==> config.mk <==
export PLATFORM = sky130hd
export DESIGN_NAME = usb_cdc_ascii_keyer
export DESIGN_NICKNAME = d
export VERILOG_FILES = /design/src/rtl/usb_cdc_ascii_keyer.sv
export SDC_FILE = /design/constraint.sdc
export NUM_CORES = 1
export LEC_CHECK = 0
export BUFFER_PORTS_ARGS = -buffer_cell sky130_fd_sc_hd__buf_2
export CORE_ASPECT_RATIO = 0.8
export CORE_MARGIN = 4
export CORE_UTILIZATION = 30
export CTS_CLUSTER_SIZE = 14
export DETAILED_ROUTE_END_ITERATION = 8
export MAX_ROUTING_LAYER = met4
export PLACE_DENSITY = 0.55
export SYNTH_ARGS = -nofsm -noshare
export SYNTH_HDL_FRONTEND = slang
export SYNTH_SLANG_ARGS = --single-unit
==> constraint.sdc <==
create_clock -name clk -period 3.1 [get_ports clk]
set_input_delay 0.31 -clock clk [delete_from_list [all_inputs] [get_ports clk]]
set_output_delay 0.31 -clock clk [all_outputs]
set_load 0.01 [all_outputs]
==> src/rtl/usb_cdc_ascii_keyer.sv <==
// Turns the CDC receive byte stream into paced HID keyboard usage codes.
// Bytes queue in a small FIFO; every emitted key is followed by a fixed idle gap.
module usb_cdc_ascii_keyer #(
  parameter int FIFO_AW    = 4,
  parameter int GAP_CYCLES = 600000
) (
  input  logic               clk,
  input  logic               rst,
  input  logic [7:0]         recv_data,
  input  logic               recv_valid,
  output logic [15:0]        key_value,
  output logic               key_request,
  output logic               overflow,
  output logic [7:0]         drop_count,
  output logic [FIFO_AW:0]   fifo_level
);

  typedef enum logic [1:0] {IDLE, FETCH, EMIT, GAP} state_t;

  localparam int          DEPTH    = 1 << FIFO_AW;
  localparam logic [23:0] GAP_INIT = 24'(GAP_CYCLES - 1);

  logic [7:0]         mem_q [DEPTH];
  logic [FIFO_AW-1:0] wr_ptr_q, rd_ptr_q;
  logic [FIFO_AW:0]   level_q, level_d;
  logic               full, empty, push, pop;

  state_t             state_q, state_d;
  logic [7:0]         hold_q;
  logic [23:0]        gap_q, gap_d;
  logic [15:0]        key_value_q, key_value_d, code;
  logic               key_request_q, key_request_d, mapped;
  logic               overflow_q;
  logic [7:0]         drop_q;

  assign full    = (level_q == (FIFO_AW+1)'(DEPTH));
  assign empty   = (level_q == '0);
  assign push    = recv_valid && !full;
  assign level_d = level_q + (FIFO_AW+1)'(push) - (FIFO_AW+1)'(pop);

  // ASCII to HID usage; letters ignore case, everything not listed is unmapped
  always_comb begin
    code   = 16'h0000;
    mapped = 1'b0;
    if (hold_q >= 8'h61 && hold_q <= 8'h7A) begin
      mapped = 1'b1;
      code   = {8'h00, hold_q - 8'h5D};
    end else if (hold_q >= 8'h41 && hold_q <= 8'h5A) begin
      mapped = 1'b1;
      code   = {8'h00, hold_q - 8'h3D};
    end else if (hold_q >= 8'h31 && hold_q <= 8'h39) begin
      mapped = 1'b1;
      code   = {8'h00, hold_q - 8'h13};
    end else begin
      case (hold_q)
        8'h30:        begin mapped = 1'b1; code = 16'h0027; end
        8'h0D, 8'h0A: begin mapped = 1'b1; code = 16'h0028; end
        8'h20:        begin mapped = 1'b1; code = 16'h002C; end
        8'h08:        begin mapped = 1'b1; code = 16'h002A; end
        default:      begin mapped = 1'b0; code = 16'h0000; end
      endcase
    end
  end

  // The request pulse is registered on the FETCH->EMIT edge so it is high during EMIT
  always_comb begin
    state_d       = state_q;
    gap_d         = gap_q;
    key_value_d   = key_value_q;
    key_request_d = 1'b0;
    pop           = 1'b0;
    case (state_q)
      IDLE: begin
        if (!empty) begin
          pop     = 1'b1;
          state_d = FETCH;
        end
      end
      FETCH: begin
        if (mapped) begin
          key_value_d   = code;
          key_request_d = 1'b1;
          state_d       = EMIT;
        end else begin
          state_d = IDLE;
        end
      end
      EMIT: begin
        gap_d   = GAP_INIT;
        state_d = GAP;
      end
      GAP: begin
        if (gap_q == 24'd0) state_d = IDLE;
        else                gap_d   = gap_q - 24'd1;
      end
      default: state_d = IDLE;
    endcase
  end

  always_ff @(posedge clk) begin
    if (push) mem_q[wr_ptr_q] <= recv_data;
  end

  always_ff @(posedge clk) begin
    if (rst) begin
      wr_ptr_q      <= '0;
      rd_ptr_q      <= '0;
      level_q       <= '0;
      state_q       <= IDLE;
      hold_q        <= 8'h00;
      gap_q         <= 24'd0;
      key_value_q   <= 16'h0000;
      key_request_q <= 1'b0;
      overflow_q    <= 1'b0;
      drop_q        <= 8'h00;
    end else begin
      if (push) wr_ptr_q <= wr_ptr_q + 1'b1;
      if (pop) begin
        rd_ptr_q <= rd_ptr_q + 1'b1;
        hold_q   <= mem_q[rd_ptr_q];
      end
      level_q       <= level_d;
      state_q       <= state_d;
      gap_q         <= gap_d;
      key_value_q   <= key_value_d;
      key_request_q <= key_request_d;
      overflow_q    <= recv_valid && full;
      if (recv_valid && full && drop_q != 8'hFF) drop_q <= drop_q + 8'd1;
    end
  end

  assign key_value   = key_value_q;
  assign key_request = key_request_q;
  assign overflow    = overflow_q;
  assign drop_count  = drop_q;
  assign fifo_level  = level_q;

endmodule

==> results.cfg <==
[run_status]
status = finished, final reports clean

[sta]
setup-tns-final_ns = 0
timing.slew.headroom = 0.552
period_share = 0.864
worstMarginPinSlew_ns = 0.669
finalHoldViolations = 0
drv_slew = 0
setup_viol = 0
holdWs_ns = 0.137
rsz0062_at_grt = no
post-route-min-period_ns = 2.68
fin_skew_ns = 0.0104
fmax_mhz = 373

[finish]
stdcell_count = 1075
antennaDiodeCount = 0
layout_commonest_cell = edfxtp_1
fillerInstances = 2740
final_util = 0.352
seq_area_mm2 = 0.00515
layout-drive-gt1-share = 0.226
final_nets = 723
final_cell_mix = edfxtp_1, dfxtp_1, nor2_1
multiInputGateArea_mm2 = 0.00316
areaGrowthSynthToFinish_pct = 15.9

[setup_path]
arrival_ns = 2.99
path_cells = inv_1, ha_1, nor4bb_1, nor2b_1, inv_1, ha_1, inv_1, ha_1, inv_1, fa_1, inv_1, a21oi_1, nor2_1, or3_1, a21oi_1
worst_ep_required_time_ns = 3.42
crit_type = reg -> reg
worst_path_max_delay_cell = nor4bb_1
crit_path_max_incr_delay_ns = 0.45
worstReg2RegStart = fifo_level[3]
startpoint = fifo_level[3]
crit_path_frequent_cell = inv_1
cp-start-kind = register
cp_max_fo = 3
r2r_setup_slack_ns = 0.42
end_kind = register

[place]
gp_congestion = 0.816
dp_cells = 1043
dp_hpwl_um = 12400
port_buffers = 33

[route]
avgRoutedWirePerCell_um = 17.6
first_pass_iters = 5
vias_per_cell = 4.95
vias = 5325
ant_nets = 0
drc = 0
drt_wl_total_um = 18900
drt_iter0_drc = 462

[clock_tree]
cts.clk_slew.worst_paths_ns = 0.08
clk_latency_ns = 0.44
htreeDepth = 4
ctsLongestPathBuffers = 2
clock-sinks = 193
cts_resized = 0
cts_root_buf = clkbuf_16
post_cts_buffers = 0
hold_buffers = 0
cts_tree = yes
cts_buffers = 17

[yosys]
netlist_area_mm2 = 0.00856
synth_edf_count = 128
ys_types = 65
syn_inst = 635
synth-seq-cells = 193
async_reset_ff_frac = 0
synth_warnings = 0
postSynthAreaPerCell_um2 = 13.5
ys_dominant_reg_cell = edfxtp_1
seq_area_frac_synth = 0.601

[worst_hold_path]
worstHoldStart = recv_valid
min_path_type = in -> reg

[floorplan]
core_mm2 = 0.0282
ios = 42
rows = 55
die_x_um = 197
start_util = 0.303
die_area_mm2 = 0.0313
die_y_um = 159

[pwr]
p_leak_nw = 3.46
peakVddDrop_uv = 587
power_density_mw_per_mm2 = 954

[global_route]
grt_pass1_vias = 4994
grt_pass1_wl_um = 29600
gr-usage-all-layers = 0.125
antenna_found_initial = 0
gr-total-overflow = 0
grt_max_degree = 36

[flow_run]
cap_violations = 0
## power by group
group	internal [mW]	switching, mW	total [mW]	leakage, nW
Combinational	1.74	2.20	3.93	1.49
Clock	1.21	1.00	2.22	0.288
Sequential	3.01	0.300	3.31	1.68
## worst max-delay path, delay by kind of cell, from the launching register on
family	cells	cell delay (ns)
AO/OA/AOI/OAI	2	0.10
adder cells (fa/ha/maj)	4	0.98
buffers and inverters	5	0.36
flip-flops	1	0.33
AND/OR/NAND/NOR	4	0.80
## path summary, 6_finish.rpt
kind	to	cells after the start
worst max-delay path	fifo_level[4]	15
worst min-delay path	overflow	2
worst min register to register	key_value[6]	1
worst max register to register	fifo_level[4]	15
## cell families (layout without fill, tap and decap cells)
| group | Yosys count | in the layout | share of synthesized area |
|---|---|---|---|
| buffers and inverters | 65 | 128 | 0.0332 |
| AND/OR/NAND/NOR | 198 | 198 | 0.120 |
| flip-flops | 193 | 193 | 0.601 |
| multiplexers | 60 | 60 | 0.129 |
| AO/OA/AOI/OAI | 80 | 80 | 0.0674 |
| other | 1 | 8 | 0.000438 |
| XOR/XNOR | 18 | 18 | 0.0184 |
| adder cells (fa/ha/maj) | 20 | 20 | 0.0301 |
## flip-flops by register name (all words and copies together), names as in the netlist, named ones only
register / count
key_value: 8
wr_ptr_q: 4
state_q: 1
drop_count: 8
fifo_level: 5
rd_ptr_q: 4
mem_q: 128
hold_q: 8
key_request: 1
overflow: 1
gap_q: 24
## cells in the mapped netlist (11+ instances only)
master,instances,area share
nor3_1,16,0.0094
dfxtp_1,65,0.15
clkbuf_1,26,0.011
mux4_2,40,0.11
edfxtp_1,128,0.45
o21ai_0,11,0.0064
ha_1,19,0.028
a21oi_1,16,0.0094
nand2_1,30,0.013
or3_1,13,0.0095
nor2_1,61,0.027
mux2i_1,18,0.021
inv_1,22,0.0096
or4_1,14,0.012
## stage by stage
step / power, mW / setup slack (ns) / area, um^2
4_1_cts: 9.55 / 0.368 / 9920
6_report: 9.46 / 0.423 / 9920
3_5_place_dp: 7.31 / 0.386 / 9340
5_1_grt: 10.1 / 0.111 / 9920
2_1_floorplan: 6.09 / 0.125 / 8590
3_3_place_gp: 7.33 / 0.488 / 9340
## metal layers
metal  global-route usage  vias to the layer above  wire, um
met1                0.186                     2650      9360
met5                    -                        -         0
li1                     -                     2538         -
met3               0.0281                       18       944
met2                0.172                      119      8280
met4               0.0343                        0       291
## layout make-up
cell class,instances,share of cell area
Inverter,22,0.00832
Clock inverter,12,0.0146
Clock buffer,20,0.0440
Multi-Input combinational cell,384,0.319
Sequential cell,193,0.519
Timing Repair Buffer,74,0.0489
Tap cell,370,0.0467
(Power assumes the default switching activity.)
